File: src/rtl/serial_pcpi_bridge_pkg.sv
// Shared types and default sizing for the serial-to-PCPI bridge.
package serial_pcpi_pkg;

    localparam int SEG_W_DEF   = 4;
    localparam int XLEN_DEF    = 32;
    localparam int TIMEOUT_DEF = 255;

    typedef enum logic [1:0] {
        ST_LOAD  = 2'd0,
        ST_ISSUE = 2'd1,
        ST_DRAIN = 2'd2
    } state_e;

endpackage

File: src/rtl/serial_pcpi_bridge_if.sv
// Bundles the segment streams, the PCPI co-processor bus and the status flags.
interface serial_pcpi_bridge_if
    import serial_pcpi_pkg::*;
#(
    parameter int SEG_W = SEG_W_DEF,
    parameter int XLEN  = XLEN_DEF
);
    logic             in_valid;
    logic [SEG_W-1:0] in_data;
    logic             in_ready;

    logic             out_valid;
    logic [SEG_W-1:0] out_data;
    logic             out_ready;

    logic             pcpi_valid;
    logic [XLEN-1:0]  pcpi_insn;
    logic [XLEN-1:0]  pcpi_rs1;
    logic [XLEN-1:0]  pcpi_rs2;
    logic             pcpi_ready;
    logic             pcpi_wr;
    logic             pcpi_wait;
    logic [XLEN-1:0]  pcpi_rd;

    logic             busy;
    logic             timeout_err;

    modport slave (
        input  in_valid, in_data, out_ready, pcpi_ready, pcpi_wr, pcpi_wait, pcpi_rd,
        output in_ready, out_valid, out_data, pcpi_valid, pcpi_insn, pcpi_rs1, pcpi_rs2,
        output busy, timeout_err
    );

    modport master (
        output in_valid, in_data, out_ready, pcpi_ready, pcpi_wr, pcpi_wait, pcpi_rd,
        input  in_ready, out_valid, out_data, pcpi_valid, pcpi_insn, pcpi_rs1, pcpi_rs2,
        input  busy, timeout_err
    );
endinterface

File: src/rtl/serial_pcpi_bridge_deser.sv
// Deserialiser: steers each accepted segment into insn/rs1/rs2, LS segment first.
// Accepts one segment per cycle while enabled; flags first and last segment of a transaction.
module serial_pcpi_deser
    import serial_pcpi_pkg::*;
#(
    parameter int SEG_W = SEG_W_DEF,
    parameter int XLEN  = XLEN_DEF
) (
    input  logic             clk,
    input  logic             rst_n,
    input  logic             en_i,
    input  logic             vld_i,
    input  logic [SEG_W-1:0] dat_i,
    output logic [XLEN-1:0]  insn_o,
    output logic [XLEN-1:0]  rs1_o,
    output logic [XLEN-1:0]  rs2_o,
    output logic             first_o,
    output logic             last_o
);
    localparam int NSEG = XLEN / SEG_W;
    localparam int SCW  = (NSEG > 1) ? $clog2(NSEG) : 1;

    // The 0..3*NSEG-1 position is kept as (word, segment) to avoid a divider.
    logic [SCW-1:0]  seg_q;
    logic [1:0]      word_q;
    logic [XLEN-1:0] insn_q, rs1_q, rs2_q;
    logic            acc;
    logic            seg_last;

    assign acc      = en_i && vld_i;
    assign seg_last = (seg_q == SCW'(NSEG - 1));
    assign first_o  = acc && (seg_q == '0) && (word_q == 2'd0);
    assign last_o   = acc && seg_last && (word_q == 2'd2);
    assign insn_o   = insn_q;
    assign rs1_o    = rs1_q;
    assign rs2_o    = rs2_q;

    always_ff @(posedge clk or negedge rst_n) begin
        if (!rst_n) begin
            seg_q  <= '0;
            word_q <= 2'd0;
            insn_q <= '0;
            rs1_q  <= '0;
            rs2_q  <= '0;
        end else if (acc) begin
            case (word_q)
                2'd0:    insn_q[int'(seg_q)*SEG_W +: SEG_W] <= dat_i;
                2'd1:    rs1_q[int'(seg_q)*SEG_W +: SEG_W]  <= dat_i;
                default: rs2_q[int'(seg_q)*SEG_W +: SEG_W]  <= dat_i;
            endcase
            if (seg_last) begin
                seg_q  <= '0;
                word_q <= (word_q == 2'd2) ? 2'd0 : word_q + 2'd1;
            end else begin
                seg_q <= seg_q + 1'b1;
            end
        end
    end
endmodule

File: src/rtl/serial_pcpi_bridge.sv
// Serial segments -> PCPI request; result returned serially when SERIAL_PCPI_READBACK_EN is defined.
// Issue starts the cycle after the last segment; in_ready low outside LOAD, result held under out_ready=0.
module serial_pcpi_bridge
    import serial_pcpi_pkg::*;
#(
    parameter int SEG_W   = SEG_W_DEF,
    parameter int XLEN    = XLEN_DEF,
    parameter int TIMEOUT = TIMEOUT_DEF
) (
    input  logic                 clk,
    input  logic                 rst_n,
    serial_pcpi_bridge_if.slave  bus
);
    localparam int NSEG = XLEN / SEG_W;
    localparam int TCW  = (TIMEOUT > 0) ? $clog2(TIMEOUT + 1) : 1;
    localparam int OCW  = (NSEG > 1) ? $clog2(NSEG) : 1;

    generate
        if (XLEN % SEG_W != 0) begin : g_bad_width
            $error("serial_pcpi_bridge: XLEN must be a multiple of SEG_W");
        end
    endgenerate

    state_e          state_q, state_d;
    logic [TCW-1:0]  tcnt_q, tcnt_d;
    logic            terr_q, terr_d;
    logic            first_acc, last_acc;

    serial_pcpi_deser #(.SEG_W(SEG_W), .XLEN(XLEN)) u_deser (
        .clk     (clk),
        .rst_n   (rst_n),
        .en_i    (state_q == ST_LOAD),
        .vld_i   (bus.in_valid),
        .dat_i   (bus.in_data),
        .insn_o  (bus.pcpi_insn),
        .rs1_o   (bus.pcpi_rs1),
        .rs2_o   (bus.pcpi_rs2),
        .first_o (first_acc),
        .last_o  (last_acc)
    );

`ifdef SERIAL_PCPI_READBACK_EN
    logic [XLEN-1:0] res_q, res_d;
    logic [OCW-1:0]  oseg_q, oseg_d;
`endif

    always_comb begin
        state_d = state_q;
        tcnt_d  = tcnt_q;
        terr_d  = terr_q;
`ifdef SERIAL_PCPI_READBACK_EN
        res_d   = res_q;
        oseg_d  = oseg_q;
`endif
        if (first_acc) terr_d = 1'b0;
        case (state_q)
            ST_LOAD: begin
                if (last_acc) begin
                    state_d = ST_ISSUE;
                    tcnt_d  = '0;
                end
            end
            ST_ISSUE: begin
                if (!bus.pcpi_wait) tcnt_d = tcnt_q + 1'b1;
                // A response in the expiry cycle still completes normally.
                if (bus.pcpi_ready) begin
`ifdef SERIAL_PCPI_READBACK_EN
                    if (bus.pcpi_wr) begin
                        res_d   = bus.pcpi_rd;
                        oseg_d  = '0;
                        state_d = ST_DRAIN;
                    end else begin
                        state_d = ST_LOAD;
                    end
`else
                    state_d = ST_LOAD;
`endif
                end else if ((TIMEOUT != 0) && (tcnt_d == TCW'(TIMEOUT))) begin
                    state_d = ST_LOAD;
                    terr_d  = 1'b1;
                end
            end
            ST_DRAIN: begin
`ifdef SERIAL_PCPI_READBACK_EN
                if (bus.out_ready) begin
                    if (oseg_q == OCW'(NSEG - 1)) begin
                        oseg_d  = '0;
                        state_d = ST_LOAD;
                    end else begin
                        oseg_d = oseg_q + 1'b1;
                    end
                end
`else
                state_d = ST_LOAD;
`endif
            end
            default: state_d = ST_LOAD;
        endcase
    end

    always_ff @(posedge clk or negedge rst_n) begin
        if (!rst_n) begin
            state_q <= ST_LOAD;
            tcnt_q  <= '0;
            terr_q  <= 1'b0;
`ifdef SERIAL_PCPI_READBACK_EN
            res_q   <= '0;
            oseg_q  <= '0;
`endif
        end else begin
            state_q <= state_d;
            tcnt_q  <= tcnt_d;
            terr_q  <= terr_d;
`ifdef SERIAL_PCPI_READBACK_EN
            res_q   <= res_d;
            oseg_q  <= oseg_d;
`endif
        end
    end

    assign bus.in_ready    = (state_q == ST_LOAD);
    assign bus.pcpi_valid  = (state_q == ST_ISSUE);
    assign bus.busy        = (state_q != ST_LOAD);
    assign bus.timeout_err = terr_q;

`ifdef SERIAL_PCPI_READBACK_EN
    assign bus.out_valid = (state_q == ST_DRAIN);
    assign bus.out_data  = res_q[int'(oseg_q)*SEG_W +: SEG_W];
`else
    logic unused_rb;
    assign unused_rb     = ^{bus.pcpi_wr, bus.pcpi_rd, bus.out_ready};
    assign bus.out_valid = 1'b0;
    assign bus.out_data  = '0;
`endif
endmodule

File: src/flat_wrapper.sv
// flat-port wrapper written by rule: the top's interface ports become plain ports
module serial_pcpi_bridge_flat import serial_pcpi_pkg::*;
#(
    parameter int SEG_W   = SEG_W_DEF,
    parameter int XLEN    = XLEN_DEF,
    parameter int TIMEOUT = TIMEOUT_DEF
)
  (clk, rst_n, bus_in_valid, bus_in_data, bus_out_ready, bus_pcpi_ready, bus_pcpi_wr, bus_pcpi_wait, bus_pcpi_rd, bus_in_ready, bus_out_valid, bus_out_data, bus_pcpi_valid, bus_pcpi_insn, bus_pcpi_rs1, bus_pcpi_rs2, bus_busy, bus_timeout_err);
  serial_pcpi_bridge_if #(.SEG_W(SEG_W), .XLEN(XLEN)) bus_i ();
  input  logic clk;
  input  logic rst_n;
  input wire logic [$bits(bus_i.in_valid)-1:0] bus_in_valid;
  input wire logic [$bits(bus_i.in_data)-1:0] bus_in_data;
  input wire logic [$bits(bus_i.out_ready)-1:0] bus_out_ready;
  input wire logic [$bits(bus_i.pcpi_ready)-1:0] bus_pcpi_ready;
  input wire logic [$bits(bus_i.pcpi_wr)-1:0] bus_pcpi_wr;
  input wire logic [$bits(bus_i.pcpi_wait)-1:0] bus_pcpi_wait;
  input wire logic [$bits(bus_i.pcpi_rd)-1:0] bus_pcpi_rd;
  output wire logic [$bits(bus_i.in_ready)-1:0] bus_in_ready;
  output wire logic [$bits(bus_i.out_valid)-1:0] bus_out_valid;
  output wire logic [$bits(bus_i.out_data)-1:0] bus_out_data;
  output wire logic [$bits(bus_i.pcpi_valid)-1:0] bus_pcpi_valid;
  output wire logic [$bits(bus_i.pcpi_insn)-1:0] bus_pcpi_insn;
  output wire logic [$bits(bus_i.pcpi_rs1)-1:0] bus_pcpi_rs1;
  output wire logic [$bits(bus_i.pcpi_rs2)-1:0] bus_pcpi_rs2;
  output wire logic [$bits(bus_i.busy)-1:0] bus_busy;
  output wire logic [$bits(bus_i.timeout_err)-1:0] bus_timeout_err;
  assign bus_i.in_valid = bus_in_valid;
  assign bus_i.in_data = bus_in_data;
  assign bus_i.out_ready = bus_out_ready;
  assign bus_i.pcpi_ready = bus_pcpi_ready;
  assign bus_i.pcpi_wr = bus_pcpi_wr;
  assign bus_i.pcpi_wait = bus_pcpi_wait;
  assign bus_i.pcpi_rd = bus_pcpi_rd;
  assign bus_in_ready = bus_i.in_ready;
  assign bus_out_valid = bus_i.out_valid;
  assign bus_out_data = bus_i.out_data;
  assign bus_pcpi_valid = bus_i.pcpi_valid;
  assign bus_pcpi_insn = bus_i.pcpi_insn;
  assign bus_pcpi_rs1 = bus_i.pcpi_rs1;
  assign bus_pcpi_rs2 = bus_i.pcpi_rs2;
  assign bus_busy = bus_i.busy;
  assign bus_timeout_err = bus_i.timeout_err;
  serial_pcpi_bridge #(.SEG_W(SEG_W), .XLEN(XLEN), .TIMEOUT(TIMEOUT)) u_core (.clk(clk), .rst_n(rst_n), .bus(bus_i));
endmodule
File: config.mk
export PLATFORM = sky130hd
export DESIGN_NAME = serial_pcpi_bridge_flat
export DESIGN_NICKNAME = d
export VERILOG_FILES = /design/src/rtl/serial_pcpi_bridge_pkg.sv /design/src/rtl/serial_pcpi_bridge_if.sv /design/src/rtl/serial_pcpi_bridge_deser.sv /design/src/rtl/serial_pcpi_bridge.sv /design/src/flat_wrapper.sv
export SDC_FILE = /design/constraint.sdc
export NUM_CORES = 1
export LEC_CHECK = 0
export ABC_AREA = 1
export CAP_MARGIN = 15
export CORE_UTILIZATION = 48
export CTS_BUF_LIST = sky130_fd_sc_hd__clkbuf_4 sky130_fd_sc_hd__clkbuf_8
export CTS_CLUSTER_DIAMETER = 80
export CTS_CLUSTER_SIZE = 25
export DETAILED_ROUTE_END_ITERATION = 8
export PLACE_DENSITY = 0.87
export SLEW_MARGIN = 20
export SYNTH_ARGS = -nofsm -noshare
export SYNTH_HDL_FRONTEND = slang
export SYNTH_SLANG_ARGS = --single-unit
File: constraint.sdc
create_clock -name clk -period 2.49 [get_ports clk]
set_clock_uncertainty 0.15 [all_clocks]
set_input_delay 0.6225 -clock clk [delete_from_list [all_inputs] [get_ports clk]]
set_output_delay 0.6225 -clock clk [all_outputs]
set_load 0.02 [all_outputs]
# Yosys cells after proc, flatten, opt, wreduce, memory -nomap -nowiden
# Cells that the tools add are included.
dict set report word_totals {
  ff_bits 112
  latchBits 0
  mem_bits_rw 0
  romBits 0
  input_bits 43
  out_inout_bits 105
  word_cells 56
  memories 0
}
dict set report classes {
  addsub 4
  mul 0
  div_mod_pow 0
  order_cmp 0
  n_eq_ne 7
  shifts 2
  n_mux 17
  bitwise_logic 1
  n_reduce_logical 17
}
# op count
set op_table {}
lappend op_table {{bitwise mux 32 bit} 3}
lappend op_table {{negator 5 -> 33 bit} 1}
lappend op_table {{variable shift 4 x 33 -> 32 bit, first input constant} 1}
lappend op_table {{variable part select 4 x 33 -> 32 bit} 1}
lappend op_table {{two-way mux 8 bit} 3}
lappend op_table {{one-hot mux 8 bit (2 select lines)} 1}
lappend op_table {{AND reduction 2 bit} 6}
lappend op_table {{adder 8 x 1 -> 8 bit, second input constant} 1}
lappend op_table {{equality test 8 bit, second input constant} 1}
lappend op_table {{two-way mux 2 bit} 4}
lappend op_table {{logical AND 1 bit} 5}
lappend op_table {{equality test 2 x 1 -> 1 bit, second input constant} 2}
lappend op_table {{logical NOT 2 bit} 2}
lappend op_table {{two-way mux 1 bit} 4}
lappend op_table {{one-hot mux 2 bit (2 select lines)} 1}
lappend op_table {{nonzero test 2 bit} 2}
lappend op_table {{adder 3 x 1 -> 3 bit, second input constant} 1}
lappend op_table {{equality test 3 bit, second input constant} 1}
lappend op_table {{logical NOT 3 bit} 1}
lappend op_table {{two-way mux 3 bit} 1}
lappend op_table {{inequality test 3 x 2 -> 1 bit, second input constant} 1}
lappend op_table {{adder 2 x 1 -> 2 bit, second input constant} 1}
lappend op_table {{equality test 2 bit, second input constant} 1}
lappend op_table {{inequality test 2 x 1 -> 1 bit, second input constant} 1}
lappend op_table {{other kinds (2)} 2}

# Depth between registers and ports, before layout
# Gate-level depths: netlist of run 1.
dict set report logic_depth {
  depth_word 8
  mapped_depth 10
  mapped_depth_nobuf 10
}

# Modules after synthesis
# A second synthesis of run 1 with hierarchy kept.
dict set report unflattened {
  cells_unflattened 605
  area_unflattened_um2 5225.0
}
# module n_inst cells_per_inst area_each_um2 seq_area_each_um2
set modules_own_cells {}
lappend modules_own_cells {serial_pcpi_deser 1 514 4571.9 2527.4}
lappend modules_own_cells {serial_pcpi_bridge 1 91 653.1 250.2}

# Least setup slack after synthesis of run 1
# OpenSTA, ideal clock, no wires.
dict set report synth_timing {
  path_kind {reg-to-reg}
  from {reg u_core.u_deser.seg_q[0]}
  to {reg u_core.u_deser.rs1_q[18], in the netlist u_core.u_deser.rs1_o[18]}
  setup_ns 0.133
  arrival_ns 1.845
  t_required_ns 2.207
  slack_ns 0.362
  path_stages_with_launch 10
  path_buffers 1
  synth_period_minus_slack_ns 2.128
  path_cell_list {dfrtp_1 -> inv_2 -> ha_1 -> ha_1 -> buf_2 -> inv_2 -> nor4_4 -> nand2_1 -> nand2_1 -> o21ai_0}
}
dict set report synth_via {
  elab_chain_cells 3
  word_cells_on_any_way 4
  classes_between {add/sub (1); shift (2); mux (1)}
}
# item line
set synth_rtl {}
lappend synth_rtl {{start: declaration} serial_pcpi_bridge_deser.sv:24} ;# logic [SCW-1:0] seg_q;
lappend synth_rtl {{start signal: assignment} serial_pcpi_bridge_deser.sv:55} ;# seg_q <= seg_q + 1'b1;
lappend synth_rtl {{negator 5 -> 33 bit *} serial_pcpi_bridge_deser.sv:48} ;# 2'd1: rs1_q[int'(seg_q)*SEG_W +: SEG_W] <= dat_i;
lappend synth_rtl {{variable part select 4 x 33 -> 32 bit / variable shift 4 x 33 -> 32 bit (equally long branches)} serial_pcpi_bridge_deser.sv:48}
lappend synth_rtl {{bitwise mux 32 bit *} serial_pcpi_bridge_deser.sv:48}
lappend synth_rtl {{end signal: indexed assignment} serial_pcpi_bridge_deser.sv:48}
lappend synth_rtl {{end: declaration} serial_pcpi_bridge_deser.sv:26} ;# logic [XLEN-1:0] insn_q, rs1_q, rs2_q;
# Mark *: on every way between the ends. The rest lies on a longest branch, timed or not.
# A chain may end at the register's enable or synchronous reset.

# Worst setup path after layout of run 1
dict set report layout_timing {
  from {reg u_core.state_q[0]}
  to {out bus_busy}
}
dict set report layout_via {
  elab_chain_cells 1
}
# item line
set layout_rtl {}
lappend layout_rtl {{start: declaration} serial_pcpi_bridge.sv:24} ;# state_e state_q, state_d;
lappend layout_rtl {{start signal: assignment} serial_pcpi_bridge.sv:111} ;# state_q <= state_d;
lappend layout_rtl {{nonzero test 2 bit} serial_pcpi_bridge.sv:123} ;# assign bus.busy = (state_q != ST_LOAD);
lappend layout_rtl {{end: declaration} flat_wrapper.sv:26} ;# output wire logic [$bits(bus_i.busy)-1:0] bus_busy;
# No other way between the ends.

==> summary.txt, run 1 <==
Final layout
  • Net count of the finished layout: 656
  • Final antenna diode count: 0
  • Share of post-route cells with drive strength above 1: 7.99%
  • Area grow syn2layout: 33.6%
  • Fillcell total: 701

Timing
  • Final hold slack: 0.0967 ns
  • Sum of negative setup slack: 0 ns
  • Worst slew margin: 60.4%
  • Fmax: 435 MHz
  • RSZ-0062 raised after global routing: false
  • Transition at the pin with the smallest max-transition slack: 0.593 ns
  • Final setup violating endpoints: 0
  • Number of max-slew violations in the final report: 0
  • Count of endpoints failing hold in the final timing report: 0
  • Minimum period implied by the final worst setup slack: 2.30 ns
  • Share of the cycle needed by the critical path after routing: 92.3%

Clocking
  • TritonCTS clock tree: done
  • Clk root buf: sky130_fd_sc_hd__clkbuf_8
  • Hold_buf cts: 0
  • Clock H-tree levels: 3
  • Maximum buffer depth of the clock tree: 2
  • Number of resized instances in the post-cts repair step: 0
  • Clock edge transition at the registers on the reported setup and hold paths: 0.11 ns
  • TritonCTS sink count: 111
  • Inserted Clock Buffers: 9
  • Postcts setup bufs: 0
  • Clock Latency Late Sink: 0.36 ns

Status
  • Result of the run: finished clean

Global routing
  • Met2 track demand over resource: 40.8%
  • Global routing met1 resource utilization: 31.0%
  • GR Layer Usage met3: 6.32%
  • Maximum number of pins on one net before global-route repair: 45
  • Overflow left after global routing: 0
  • Number of antenna violations at the first check in global routing: 0
  • Total GRT Usage: 24.2%
  • Vias in the first global route: 3868
  • Wire length of the first global-routing pass: 18700 um
  • Layer with the highest usage: met2

Routing
  • Initial drt markers: 243
  • Drt via density: 5.38
  • WL final: 11600 um
  • Antenna-violating nets left: 0
  • Residual DRC: 0
  • First drt pass iteration count: 5
  • Routed vias: 3893
  • Detail-routed net length per standard cell: 16.1 um

Worst hold path
  • Type of the worst min-delay path: input port to asynchronous set/reset pin

Placed design
  • Detailed-placement wirelength estimate: 8440 um
  • Final GP Congestion: 0.855
  • Port Buffers: 108

Setup path
  • Critical Path Sink Type: primary output
  • Worst Path Arrival: 1.53 ns
  • Worst path bufs/invs: 1
  • Path depth of the worst reg2reg path: 7
  • Capture point of the worst reg-to-reg path: u_core.u_deser.rs2_o[27]
  • Critical path's largest stage delay: 0.66 ns
  • Critical path's top delay family: buffers and inverters
  • Beginning of the worst register-to-register path: u_core.u_deser.seg_q[1]
  • Largest fanout on the critical path: 6
  • Worst Path Required: 1.72 ns
  • Element type at the critical path start: flip-flop
  • Crit-path slowest cell: sky130_fd_sc_hd__clkdlybuf4s50_1
  • R2R setup slack: 0.23 ns
  • WS Path Type: flip-flop to primary output
  • Cells along the critical path: clkdlybuf4s50_1

Pwr
  • Internal power: 0.00469 W
  • Peak supply drop: 0.683 mV
  • Total leakage power: 2.75 nW
  • Fraction of power spent switching nets: 39.8%
  • Reported net switching power: 0.00309 W
  • Comb power frac: 45.5%
  • Areal power density over the cells: 1280 mW/mm^2
  • Clock share of power: 16.5%
  • Register share of total power: 38.0%

Die
  • Number of cell rows: 35
  • Boundary pin count: 148
  • Starting Density: 49.3%
  • Die area: 0.00983 mm^2
  • Horizontal extent of the die: 99.2 um
  • Core footprint: 0.00920 mm^2
  • Die span in y: 99.2 um

Logic synthesis
  • Number of cells produced by synthesis: 486
  • Most used DFF post-synth: sky130_fd_sc_hd__dfrtp_1
  • Average cell area after synthesis: 9.32 um^2
  • Combined area of all synthesized cells: 0.00453 mm^2
  • Count leader, synth: sky130_fd_sc_hd__nand2_1
  • Count of flip-flops with a built-in enable after synthesis: 0
  • Total number of yosys warnings: 0
  • Most numerous cell types in the synthesized netlist: sky130_fd_sc_hd__nand2_1, sky130_fd_sc_hd__dfrtp_1, sky130_fd_sc_hd__o21ai_0, sky130_fd_sc_hd__inv_1, sky130_fd_sc_hd__nand3_1
  • Top cells by area in the synthesized netlist: sky130_fd_sc_hd__dfrtp_1, sky130_fd_sc_hd__nand2_1, sky130_fd_sc_hd__o21ai_0, sky130_fd_sc_hd__nand3_1, sky130_fd_sc_hd__inv_1
  • Share of synthesized registers carrying an async set or reset: 100%
  • Number of distinct standard cells referenced by the synthesized netlist: 25
  • Cell taking the most area after synthesis: sky130_fd_sc_hd__dfrtp_1
  • Share of Yosys cell area claimed by the top area cell type: 61.3%
  • Part of the Yosys area used for sequential elements: 61.3%
  • Number of flip-flops and latches in the synthesized netlist: 111

Job
  • Max_cap viols: 0
cell families after synthesis:
kind of cell | Yosys count | synth area share, %
and+or+nand+nor | 213 | 20.0
DFF | 111 | 61.3
AOI/OAI and AO/OA | 107 | 12.1
buffers and inverters | 46 | 4.39
adders and majority gates | 5 | 1.38
muxes | 3 | 0.745
other | 1 | 0.0827
layout make-up:
| cell class | count | area [um^2] | area share, % |
|---|---|---|---|
| flip-flops and latches | 111 | 2780 | 45.9 |
| multi-input cells | 333 | 1570 | 25.9 |
| repair buffers | 121 | 1200 | 19.8 |
| well taps | 111 | 139 | 2.29 |
| clock buffers | 9 | 124 | 2.05 |
| inverters | 32 | 121 | 2.00 |
| clock inverters | 7 | 120 | 1.98 |
flip-flops by register name, summed over array words and instances (netlist names):
register and count:
u_core.bus.timeout_err 1, u_core.u_deser.rs2_o 32, u_core.u_deser.insn_o 32, u_core.tcnt_q 8, u_core.u_deser.word_q 2, u_core.u_deser.rs1_o 32
u_core.state_q 1, u_core.u_deser.seg_q 3
power groups by stage:
stage	clock network [W]	registers, W	logic [W]
CTS	0.00129	0.00294	0.00355
global route	0.00136	0.00301	0.00380
detailed placement	0	0.00296	0.00354
floorplan	0	0.00365	0.00110
finish	0.00128	0.00295	0.00354
global placement	0	0.00294	0.00341
per-stage QoR:
stage               worst slack (ns)  area, um^2  utilization (%)  total power [W]  instances
CTS                            0.182        6050             65.8          0.00778        724
finish                         0.191        6050             65.8          0.00778        724
global placement               0.169        5810             63.2          0.00635        708
floorplan                      0.362        4550                -          0.00475        490
detailed placement            0.0742        5810             63.2          0.00650        708
global route                  0.0776        6050             65.8          0.00818        724
metal layers:
layer | wire length, um | vias to the layer above
li1 | - | 1820
met1 | 4930 | 1926
met2 | 5810 | 130
met3 | 709 | 17
met4 | 174 | 0
met5 | 0 | -
cells in the final DEF, fill, tap and decap left out:
master                            synthesis  final
sky130_fd_sc_hd__clkdlybuf4s50_1          0    107
sky130_fd_sc_hd__dfrtp_1                111    111
sky130_fd_sc_hd__nand2_1                155    155
sky130_fd_sc_hd__mux2_1                   2      2
sky130_fd_sc_hd__mux2_2                   1      1
sky130_fd_sc_hd__conb_1                   1      5
sky130_fd_sc_hd__nor2_1                  18     18
sky130_fd_sc_hd__buf_4                    6     12
sky130_fd_sc_hd__nand3_1                 22     22
sky130_fd_sc_hd__nand4_1                  2      2
sky130_fd_sc_hd__inv_8                    0      1
sky130_fd_sc_hd__nor3_1                   3      3
sky130_fd_sc_hd__buf_12                   0      2
sky130_fd_sc_hd__o31ai_1                  2      2
sky130_fd_sc_hd__clkinv_4                 0      1
sky130_fd_sc_hd__bufinv_16                0      3
sky130_fd_sc_hd__nand2_2                  5      5
sky130_fd_sc_hd__clkbuf_8                 0      9
sky130_fd_sc_hd__a21oi_1                  1      1
sky130_fd_sc_hd__nor4_4                   1      1
sky130_fd_sc_hd__inv_2                    4      4
sky130_fd_sc_hd__nor2_4                   1      1
sky130_fd_sc_hd__nor3_4                   2      2
sky130_fd_sc_hd__ha_1                     5      5
sky130_fd_sc_hd__o21ai_0                 99     99
sky130_fd_sc_hd__inv_1                   27     27
sky130_fd_sc_hd__nor2_2                   4      4
sky130_fd_sc_hd__o22ai_1                  5      5
sky130_fd_sc_hd__clkinv_2                 1      3
worst max-delay path by stage:
stage | to | from | depth (start not counted) | slack, ns
after floorplan | u_core.u_deser.rs1_o[18] | u_core.u_deser.seg_q[0] | 9 | 0.36
after global placement | u_core.u_deser.rs1_o[31] | bus_in_valid | 6 | 0.17
after detailed placement | u_core.state_q[0] | bus_pcpi_wait | 11 | 0.07
after CTS | bus_pcpi_valid | u_core.state_q[0] | 1 | 0.18
after global routing | u_core.u_deser.insn_o[18] | u_core.u_deser.seg_q[1] | 7 | 0.08
final | bus_busy | u_core.state_q[0] | 1 | 0.19
Note: power is estimated with default switching activity, not from simulation.
==> inputs of run 2 (changes only) <==
Settings changed: ABC_AREA 1 to unset, PLACE_DENSITY 0.87 to 0.86.
==> summary.txt, run 2 <==
Final layout
  • Net count of the finished layout: 548
  • Commonest non-fill, non-tap cell in the layout: sky130_fd_sc_hd__dfrtp_1
  • Area grow syn2layout: 33.2%
  • Commonest non-fill, non-tap cells in the layout: sky130_fd_sc_hd__dfrtp_1, sky130_fd_sc_hd__clkdlybuf4s50_1, sky130_fd_sc_hd__mux2_2
  • Fin cells: 634
  • Share of the core filled with cells: 67.1%
  • Final antenna diode count: 0
  • Share of post-route cells with drive strength above 1: 27.7%
  • Fillcell total: 696

Global routing
  • Total GRT Usage: 22.9%
  • Maximum number of pins on one net before global-route repair: 58
  • Number of antenna violations at the first check in global routing: 0
  • Overflow left after global routing: 0
  • Wire length of the first global-routing pass: 17700 um
  • Vias in the first global route: 3497

Setup path
  • Element type at the critical path start: flip-flop
  • Worst Path Arrival: 2.48 ns
  • Critical path's largest stage delay: 0.42 ns
  • WS Path Type: flip-flop to flip-flop
  • R2R setup slack: 0.12 ns
  • Most frequent CP cell: sky130_fd_sc_hd__ha_1
  • Capture point of the worst reg-to-reg path: u_core.u_deser.insn_o[5]
  • Crit-path slowest cell: sky130_fd_sc_hd__dfrtp_1
  • Beginning of the worst register-to-register path: u_core.u_deser.seg_q[1]
  • Cells along the critical path: inv_1, ha_1, ha_1, nand2_1, or2_2, nor4_2, buf_4, mux2_2
  • Largest fanout on the critical path: 4
  • Path depth of the worst reg2reg path: 8
  • Critical Path Sink Type: flip-flop
  • Worst Path Required: 2.60 ns

Timing
  • Share of the cycle needed by the critical path after routing: 95.2%
  • Fmax: 422 MHz
  • Transition at the pin with the smallest max-transition slack: 0.570 ns
  • Minimum period implied by the final worst setup slack: 2.37 ns
  • Final setup violating endpoints: 0
  • RSZ-0062 raised after global routing: false
  • Worst slew margin: 61.9%
  • Number of max-slew violations in the final report: 0
  • Count of endpoints failing hold in the final timing report: 0
  • Least setup slack across all paths after layout: 0.120 ns

Logic synthesis
  • Cell taking the most area after synthesis: sky130_fd_sc_hd__dfrtp_1
  • Part of the Yosys area used for sequential elements: 58.5%
  • Number of flip-flops and latches in the synthesized netlist: 111
  • Total number of yosys warnings: 0
  • Combined area of all synthesized cells: 0.00474 mm^2
  • Number of cells produced by synthesis: 370
  • Most used DFF post-synth: sky130_fd_sc_hd__dfrtp_1
  • Number of distinct standard cells referenced by the synthesized netlist: 42
  • Average cell area after synthesis: 12.8 um^2
  • Share of synthesized registers carrying an async set or reset: 100%
  • Count of flip-flops with a built-in enable after synthesis: 0
  • Count leader, synth: sky130_fd_sc_hd__dfrtp_1
  • Share of Yosys cell area claimed by the top area cell type: 58.5%
  • Top cells by area in the synthesized netlist: sky130_fd_sc_hd__dfrtp_1, sky130_fd_sc_hd__mux2_2, sky130_fd_sc_hd__nand2_1, sky130_fd_sc_hd__o21ai_0, sky130_fd_sc_hd__ha_1
  • Most numerous cell types in the synthesized netlist: sky130_fd_sc_hd__dfrtp_1, sky130_fd_sc_hd__mux2_2, sky130_fd_sc_hd__nand2_1, sky130_fd_sc_hd__o21ai_0, sky130_fd_sc_hd__nor2_1

Die
  • Number of cell rows: 35
  • Die span in y: 101 um
  • Boundary pin count: 148
  • Horizontal extent of the die: 101 um
  • Die area: 0.0103 mm^2
  • Starting Density: 50.4%
  • Core footprint: 0.00942 mm^2

Routing
  • Drt via density: 5.27
  • WL final: 11200 um
  • Initial drt markers: 179
  • Antenna-violating nets left: 0
  • Detail-routed net length per standard cell: 17.7 um
  • Detailed route wirelength on metal3: 965 um
  • Residual DRC: 0
  • Routed vias: 3341
  • Uppermost routed layer: met4
  • WL met1: 4680 um
  • First drt pass iteration count: 4
  • Met2 routed wirelength: 5400 um

Clocking
  • Maximum buffer depth of the clock tree: 2
  • Clk root buf: sky130_fd_sc_hd__clkbuf_8
  • TritonCTS clock tree: done
  • Inserted Clock Buffers: 9
  • Postcts setup bufs: 0
  • Clock edge transition at the registers on the reported setup and hold paths: 0.11 ns
  • Clock H-tree levels: 3
  • TritonCTS sink count: 111
  • Clock Latency Late Sink: 0.37 ns

Placed design
  • Placed cell count: 618
  • Port Buffers: 108
  • Detailed-placement wirelength estimate: 8080 um
  • Post-Place Worst Slack: -0.115 ns
  • Final GP Congestion: 0.893

Pwr
  • Power, Total: 0.00675 W
  • Total leakage power: 2.93 nW
  • Peak supply drop: 0.720 mV
  • Areal power density over the cells: 1070 mW/mm^2

Worst hold path
  • Type of the worst min-delay path: input port to asynchronous set/reset pin

Job
  • Max_cap viols: 0

Status
  • Result of the run: finished clean
run 2: cell types whose count changed in the layout (fill, tap and decap cells not counted), moves of 5 or more:
cell,previous run,this run
sky130_fd_sc_hd__buf_4,12,27
sky130_fd_sc_hd__and2_1,0,5
sky130_fd_sc_hd__nand2_1,155,47
sky130_fd_sc_hd__inv_1,27,8
sky130_fd_sc_hd__nand2_2,5,0
sky130_fd_sc_hd__nand3_1,22,3
sky130_fd_sc_hd__o22ai_1,5,0
sky130_fd_sc_hd__nor2_1,18,11
sky130_fd_sc_hd__a22o_1,0,6
sky130_fd_sc_hd__o21ai_0,99,14
sky130_fd_sc_hd__mux2_2,1,88
run 2: cells by family after synthesis:
group / count (synthesis) / share of synthesized area (%)
XOR/XNOR: 8 / 1.48
other: 1 / 0.0790
adder cells (fa/ha/maj): 5 / 1.32
flip-flops: 111 / 58.5
AND/OR/NAND/NOR: 99 / 10.7
buffers and inverters: 28 / 2.82
AO/OA/AOI/OAI: 30 / 4.19
multiplexers: 88 / 20.9
run 2: worst max path at each step:
stage	startpoint	end	slack, ns	cells after the start
detailed placement	bus_pcpi_wait	u_core.state_q[0]	-0.12	6
floorplan	u_core.u_deser.seg_q[0]	u_core.u_deser.insn_o[6]	0.09	7
CTS	u_core.u_deser.seg_q[0]	u_core.u_deser.rs2_o[16]	0.09	8
global route	u_core.u_deser.seg_q[0]	u_core.u_deser.insn_o[1]	0.01	8
global placement	bus_in_valid	u_core.tcnt_q[6]	-0.11	6
finish	u_core.u_deser.seg_q[1]	u_core.u_deser.insn_o[5]	0.12	8
run 2: per-layer routing:
| layer | vias to the layer above | track usage [%] |
|---|---|---|
| met1 | 1671 | 27.9 |
| met3 | 18 | 8.63 |
| met5 | - | 0 |
| met2 | 120 | 37.9 |
| met4 | 0 | 7.58 |
| li1 | 1532 | - |
run 2: through the flow:
stage	setup TNS [ns]	instance area, um^2	hold slack (ns)
floorplan	0	4760	0.177
global route	0	6320	0.0840
CTS	0	6300	0.0633
global placement	-0.976	6110	0.315
finish	0	6320	0.0592
detailed placement	-0.936	6110	0.325
run 2: layout make-up:
cell class / instances / area, um^2 / share of cell area [%]
tap: 129 / 161 / 2.55
inverter: 8 / 30.0 / 0.475
timing repair buffer: 135 / 1290 / 20.5
clock inverter: 5 / 48.8 / 0.772
sequential: 111 / 2780 / 44.0
clock buffer: 11 / 145 / 2.30
multi-input combinational: 235 / 1860 / 29.5
run 2: report_power, final:
group | leakage (nW) | internal [W] | switching (W)
registers | 1.49 | 0.00236 | 0.000352
clock network | 0.101 | 0.000425 | 0.000643
logic | 1.35 | 0.00150 | 0.00148
run 2: repair_timing:
action                                  in CTS  in global routing
gates resized for setup                      0                  3
endpoints found under the setup margin       0                 20
hold buffers                                 0                  0
run 2: worst max-delay path, delay by kind of cell (launching register included):
family | cells | cell delay (ns)
AND/OR/NAND/NOR | 3 | 0.58
buffers and inverters | 2 | 0.27
adder cells (fa/ha/maj) | 2 | 0.50
multiplexers | 1 | 0.33
flip-flops | 1 | 0.42
==> inputs of run 3 (changes only) <==
Settings changed: GPL_TIMING_DRIVEN set to 0.
==> summary.txt, run 3 (same netlist as run 2, synthesis figures left out) <==
Status
  • Result of the run: finished clean

Global routing
  • Number of antenna violations at the first check in global routing: 0
  • Total GRT Usage: 22.7%
  • Maximum number of pins on one net before global-route repair: 61
  • Vias in the first global route: 3492
  • Wire length of the first global-routing pass: 17600 um
  • Overflow left after global routing: 0

Final layout
  • Fin cells: 630
  • Area grow syn2layout: 32.7%
  • Share of post-route cells with drive strength above 1: 25.7%
  • Commonest non-fill, non-tap cells in the layout: sky130_fd_sc_hd__dfrtp_1, sky130_fd_sc_hd__clkdlybuf4s50_1, sky130_fd_sc_hd__mux2_2
  • Final antenna diode count: 0
  • Fillcell total: 703
  • Net count of the finished layout: 544
  • Commonest non-fill, non-tap cell in the layout: sky130_fd_sc_hd__dfrtp_1

Pwr
  • Areal power density over the cells: 1070 mW/mm^2
  • Power, Total: 0.00676 W
  • Peak supply drop: 0.578 mV
  • Total leakage power: 2.88 nW

Timing
  • Share of the cycle needed by the critical path after routing: 95.9%
  • Number of max-slew violations in the final report: 0
  • Sum of negative setup slack: 0 ns
  • Worst slew margin: 61.0%
  • Count of endpoints failing hold in the final timing report: 0
  • Final setup violating endpoints: 0
  • Fmax: 419 MHz
  • Minimum period implied by the final worst setup slack: 2.39 ns
  • Transition at the pin with the smallest max-transition slack: 0.585 ns
  • Least setup slack across all paths after layout: 0.101 ns

Placed design
  • Placed cell count: 612
  • Final GP Congestion: 0.819
  • Detailed-placement wirelength estimate: 7910 um
  • Post-Place Worst Slack: -0.452 ns
  • Port Buffers: 108

Setup path
  • WS Path Type: input port to flip-flop
  • Cells along the critical path: clkdlybuf4s50_1, nand3b_4, or4_1, a31oi_1, o2111ai_1, a31o_1
  • Largest fanout on the critical path: 8
  • Worst Path Arrival: 2.50 ns
  • Worst Path Required: 2.60 ns
  • Crit-path slowest cell: sky130_fd_sc_hd__clkdlybuf4s50_1
  • Critical Path Sink Type: flip-flop
  • Critical path's largest stage delay: 0.54 ns
  • Element type at the critical path start: input port

Die
  • Die area: 0.0103 mm^2
  • Number of cell rows: 35
  • Core footprint: 0.00942 mm^2
  • Starting Density: 50.4%
  • Die span in y: 101 um
  • Boundary pin count: 148
  • Horizontal extent of the die: 101 um

Routing
  • Routed vias: 3283
  • Antenna-violating nets left: 0
  • WL final: 10900 um
  • Initial drt markers: 108
  • First drt pass iteration count: 5
  • Detail-routed net length per standard cell: 17.3 um
  • Residual DRC: 0
  • Drt via density: 5.21

Job
  • Max_cap viols: 0

Clocking
  • Clock H-tree levels: 3
  • Maximum buffer depth of the clock tree: 2
  • Clock Latency Late Sink: 0.36 ns
  • TritonCTS clock tree: done
  • Clock edge transition at the registers on the reported setup and hold paths: 0.11 ns
  • Clk root buf: sky130_fd_sc_hd__clkbuf_8
  • TritonCTS sink count: 111
  • Inserted Clock Buffers: 9

Worst hold path
  • Type of the worst min-delay path: input port to asynchronous set/reset pin
-- run 3: cell types whose count changed in the layout (fill, tap and decap cells not counted), moves of 2 or more --
cell                       previous run  this run
sky130_fd_sc_hd__buf_2                0         2
sky130_fd_sc_hd__buf_4               27         9
sky130_fd_sc_hd__clkbuf_1             0        10
sky130_fd_sc_hd__inv_8                2         0
sky130_fd_sc_hd__nor2_1              11         9
-- run 3: worst paths after layout --
kind,from,slack [ns],end,depth (start not counted)
setup / recovery,bus_pcpi_wait,0.10,u_core.state_q[0],6
hold / removal,rst_n,0.03,u_core.u_deser.rs2_o[11],1
setup reg to reg,u_core.u_deser.seg_q[0],0.12,u_core.u_deser.insn_o[4],7
hold reg to reg,u_core.bus.timeout_err,0.34,u_core.bus.timeout_err,2
max in group asynchronous,rst_n,1.49,u_core.u_deser.seg_q[0],2
min in group clk,u_core.bus.timeout_err,0.34,u_core.bus.timeout_err,2
-- run 3: per-layer routing --
layer / GRT usage, % / vias to the layer above / share of wire [%]
li1: - / 1526 / -
met1: 28.3 / 1647 / 42
met2: 37.9 / 103 / 49
met3: 9.04 / 7 / 8.9
met4: 3.79 / 0 / 0.52
met5: 0 / - / 0
-- run 3: through the flow --
stage	hold WS (ns)	area, um^2	util, %
2_1_floorplan	0.177	4760	-
3_3_place_gp	0.313	6000	63.7
3_5_place_dp	0.316	6030	64.1
4_1_cts	0.0442	6260	66.5
5_1_grt	0.0619	6300	66.9
6_report	0.0336	6300	66.9
-- run 3: what timing repair did --
item                       4_1_cts  5_1_grt
gates resized for setup          5        6
setup buffers                    1        1
pin swaps                        1        1
hold endpoints to repair         0        0
hold buffers                     0        0
setup endpoints to repair       26       29
-- run 3: layout make-up --
type	instances	area, um^2	area share (%)
Multi-Input combinational cell	235	1900	30.1
Tap cell	129	161	2.56
Buffer	20	105	1.67
Timing Repair Buffer	111	1120	17.9
Inverter	8	30.0	0.477
Clock buffer	10	131	2.09
Clock inverter	6	68.8	1.09
Sequential cell	111	2780	44.1
-- run 3: where the power goes --
part	leakage (nW)	internal [W]	switching [W]
sequential	1.49	0.00236	0.000360
combinational	1.30	0.00147	0.00147
clock	0.101	0.000485	0.000616
total	2.88	0.00431	0.00245
-- run 3: critical path, delay by kind of cell --
kind	cells	cell delay, ns
compound gates	3	0.64
simple gates	2	0.70
buf+inv	1	0.54
==> variant 1: new RTL, config.mk and constraints of run 2 <==
The package constant `TIMEOUT_DEF` goes from 255 to 510.
--- a/src/rtl/serial_pcpi_bridge_pkg.sv
+++ b/src/rtl/serial_pcpi_bridge_pkg.sv
@@ -5,3 +5,3 @@
     localparam int XLEN_DEF    = 32;
-    localparam int TIMEOUT_DEF = 255;
+    localparam int TIMEOUT_DEF = 510;
 
Formal check against the unedited RTL: no difference found for any inputs over 4 cycles, from zero or initial values and one cycle with rst_n low; that may be too few to reach the edited logic, so the function may still have changed.
==> variant 1 against run 2 <==
Worst setup slack got worse by 0.0028 ns. Wire length fell by 4.7%. Power rose by 2.1%. Final area rose by 3.6%. Synthesized area rose by 5.0%. Sequential cell count rose by 1. Sequential power barely moved. Critical path depth fell by 6.
==> variant 1: results (changes against run 2) <==
* Vias in the first global route at 3471 (-0.74%)
* Routed WL at 10680 um (-4.7%)
* Repair and plain buffers at 125 (-7.4%)
* Synth Area in Compound Gates at 3.291% (-0.90 points)
* Fillers at 735 (+5.6%)
* Critical R2R Launch: u_core.u_deser.seg_q[1]
* Share of synthesized area spent on multiplexers at 21.26% (+0.37 points)
* Clock-cell share at 3.230% (+0.16 points)
* Cell Area, Placed at 6306 um2 (+3.2%)
* Yosys cell types at 41 (-2.4%)
* Crit. Startpoint: u_core.state_q[0]
* Placed Instances at 622 (+0.65%)
* Seq_cells at 112 (+0.90%)
* Inverters at 6 (-2)
* Most frequent cells after synthesis: 112 x dfrtp_1, 92 x mux2_2, 29 x nand2_1
* Largest cells by area after synthesis: dfrtp_1 56%, mux2_2 21%, nor2_4 2.7%
* Register area share after synthesis at 56.28% (-2.3 points)
* Run status: finished clean
* Vias per cell at 5.183 (-1.6%)
* Avg WL per Cell at 16.75 um (-5.3%)
* Worst IR drop on VDD at 703.5 uV (-2.3%)
* Nets at 551 (+0.55%)
* Comb pwr share at 44.4% (+0.3 points)
* Count of multi-input gates at 246 (+4.7%)
* Sequential power share at 39.2% (-0.9 points)
* Routability-driven placement congestion ratio at 0.8423 (-5.7%)
* GRT Util Overall at 21.07% (-1.9 points)
* Worst-path fanout max at 7 (+3)
* Register Area at 2804 um2 (+0.95%)
* Multi-input combinational area share at 32.44% (+3.0 points)
* Internal power at 0.004311 W (+0.64%)
* Synth Area in Adders at 2.010% (+0.69 points)
* Slowest cell on crit path: clkdlybuf4s50_1
* Reg-to-reg endpoint: u_core.u_deser.rs2_o[25]
* Xor-xnor portion of the synthesized cell area at 1.583% (+0.11 points)
* CP Data Arrival Time at 1.60 ns (-0.88 ns)
==> variant 1: cell types whose count changed in the layout (fill, tap and decap cells not counted), moves of 4 or more <==
| cell | before | now |
|---|---|---|
| nand2_1 | 47 | 29 |
| nor2_4 | 0 | 16 |
| buf_4 | 27 | 17 |
| a22o_1 | 6 | 1 |
| nor2_2 | 0 | 5 |
| mux2_2 | 88 | 92 |
| nand3_1 | 3 | 7 |
==> variant 1: layer usage <==
layer | vias to the layer above | routed length (um) | global-route usage [%]
met5 | - | 0 | 0
met4 | 0 | 153 | 6.327
li1 | 1538 | - | -
met3 | 14 | 511 | 4.699
met2 | 94 | 5370 | 35.24
met1 | 1661 | 4649 | 27.46
==> variant 1: worst max-delay path: cells and delay by family, from the launching register on <==
kind     cells  cell delay (ns)
buf+inv      2             0.81
flops        1             0.42
==> variant 1: timing repair <==
item | CTS | global route
endpoints found under the hold margin | 0 | 0
endpoints found under the setup margin | 0 | 34
setup buffers | 0 | 0
gates resized for setup | 0 | 6
==> variant 2: new RTL, settings of run 2 <==
Made on the original files. Make the reset (`rst_n`) synchronous in 2 clocked blocks.
--- a/src/rtl/serial_pcpi_bridge_deser.sv
+++ b/src/rtl/serial_pcpi_bridge_deser.sv
@@ -37,3 +37,3 @@
 
-    always_ff @(posedge clk or negedge rst_n) begin
+    always_ff @(posedge clk) begin
         if (!rst_n) begin
--- a/src/rtl/serial_pcpi_bridge.sv
+++ b/src/rtl/serial_pcpi_bridge.sv
@@ -100,3 +100,3 @@
 
-    always_ff @(posedge clk or negedge rst_n) begin
+    always_ff @(posedge clk) begin
         if (!rst_n) begin
Behaviour: differs if rst_n is asserted again (counterexample within 4 cycles, from zero or initial values and one cycle with rst_n low); with rst_n held inactive, the same outputs for 4 cycles.
==> variant 2 against run 2 <==
Die area increased by 3.6%. Sequential cell count unchanged. Worst setup slack improved by 0.055 ns. Highest routed layer unchanged. Final area increased by 0.12%. Critical path depth decreased by 6. Wire length increased by 2.9%. Synthesized area increased by 3.7%.
Power is not compared: it rests on default switching activity, and its combinational part moved more than twofold at a synthesized area within 25%.
==> variant 2: results (changes against run 2) <==
* Fillers at 797 (+15%)
* Number of synthesized flops with an enable pin at 0 (unchanged)
* Setup WS pre-CTS at -0.06546 ns (+0.04979 ns)
* Wire length on met2 at 5635 um (+4.4%)
* WL met3 at 486 um (-50%)
* Met1 layer usage reported by global route at 29.20% (+1.3 points)
* M1 WL at 5144 um (+9.9%)
* Synth Area in Compound Gates at 8.164% (+4.0 points)
* Register area share after synthesis at 45.17% (-13 points)
* Cell Area, Placed at 6143 um2 (+0.53%)
* Met2 Use GR at 38.05% (+0.17 points)
* Routability-driven placement congestion ratio at 0.7976 (-11%)
* Reg-to-reg endpoint: u_core.u_deser.rs2_o[24]
* H-tree levels at 3 (unchanged)
* Post-DP HPWL at 8496 um (+5.2%)
* DR vias at 3941 (+18%)
* Share of layout cells above drive strength 1 at 7.063% (-21 points)
* Antenna Nets Post-Route at 0 (unchanged)
* Yosys cell types at 41 (-2.4%)
* Worst IR drop on VDD at roughly 310 uV
* Setup slack, reg-to-reg at 0.19 ns (+0.07 ns)
* Post-route cell area at 6326 um2 (+0.12%)
* Reg clk slew, reported paths at 0.11 ns (about the same)
* Nets at 667 (+22%)
* Post-synth ARST share at 0% (-100 points)
* Largest cells by area after synthesis: dfxtp_1 45%, mux2i_1 14%, nor2b_1 9.7%
* Ant. Diodes at 0 (unchanged)
* First-pass GRT wire length at 18770 um (+5.8%)
* Vias in the first global route at 3825 (+9.4%)
* Synthesized instance count at 521 (+41%)
* First drt pass iteration count at 4 (unchanged)
* Critical R2R Launch: u_core.u_deser.seg_q[1]
* Psw at about 0.00076 W
* Placed Instances at 741 (+20%)
* Share of synthesized area spent on multiplexers at 13.84% (-7.1 points)
* Grt met3 use at 4.435% (-4.2 points)
* Avg WL per Cell at 15.26 um (-14%)
* CTS buffer count at 9 (unchanged)
* Vias per cell at 5.213 (-1.1%)
* Synth Area in Adders at 1.272% (-0.047 points)
* Worst-path fanout max at 8 (+4)
* Initial antenna violation count at 0 (unchanged)
* Root Driver: clkbuf_8
* Hold crit path type: reg2reg
* I/O Buffers at 108 (unchanged)
* Run status: finished clean
* GRT Util Overall at 22.77% (-0.17 points)
* WHS Endpoint: u_core.u_deser.insn_o[28]
* Pin count of the biggest net entering global routing at 107 (+84%)
* Xor-xnor portion of the synthesized cell area at 1.068% (-0.41 points)
* Most frequent cells after synthesis: 111 x dfxtp_1, 76 x nor2b_1, 68 x mux2i_1
* Hold slack at 0.3215 ns (+0.2623 ns)
* Reg2reg path depth at 7 (-1)
* Pleak at between 2 and 2.5 nW
* Min-Delay Path Depth at 2
* Synth Warn # at 0 (unchanged)
* Max Root-Sink Buffers at 2 (unchanged)
* DR iter-0 viols at 161 (-10%)
-- variant 2: cell types whose count changed after synthesis, sizes merged, moves of 5 or more --
cell    change
a22o        -6
o21ai       -5
dfrtp     -111
nand4       +8
mux2i      +68
clkbuf     +23
nor2b      +74
a21boi     +37
dfxtp     +111
nand3      +34
mux2       -88
-- variant 2: power groups by stage --
stage,clock (W),combinational (W),sequential (W)
after CTS,0.00103,0.000240,0.00179
after global routing,0.00111,0.000263,0.00179
after floorplan,0,0.000161,0.00183
after detailed placement,0,0.000239,0.00183
after global placement,0,0.000233,0.00183
final,0.00101,0.000243,0.00179
-- variant 2: worst max path at each step --
stage,slack (ns),endpoint,cells after the start,startpoint
after floorplan,0.05,u_core.u_deser.rs2_o[20],10,u_core.u_deser.seg_q[0]
after global placement,0.004,u_core.u_deser.insn_o[10],6,bus_in_valid
after detailed placement,-0.07,u_core.u_deser.insn_o[8],6,bus_in_valid
after CTS,0.15,u_core.u_deser.rs2_o[13],8,u_core.u_deser.seg_q[1]
after global routing,0.02,u_core.u_deser.rs2_o[0],7,u_core.u_deser.seg_q[1]
final,0.18,bus_in_ready,2,u_core.state_q[0]
-- variant 2: worst max-delay path: stages, from the launching register on --
cell and delay, ns:
dfxtp_1 0.49, clkinv_1 0.13, clkdlybuf4s50_1 0.55
-- variant 2: what timing repair did --
action,in CTS,in global routing
setup endpoints to repair,0,4
setup buffers,0,0
resized for setup,0,1
-- variant 2: layout make-up --
| type | instances | area share (%) |
|---|---|---|
| Clock inverter | 5 | 0.6725 |
| Timing Repair Buffer | 130 | 19.82 |
| Tap cell | 133 | 2.631 |
| Multi-Input combinational cell | 359 | 39.10 |
| Inverter | 8 | 0.4747 |
| Clock buffer | 10 | 2.176 |
| Sequential cell | 111 | 35.13 |
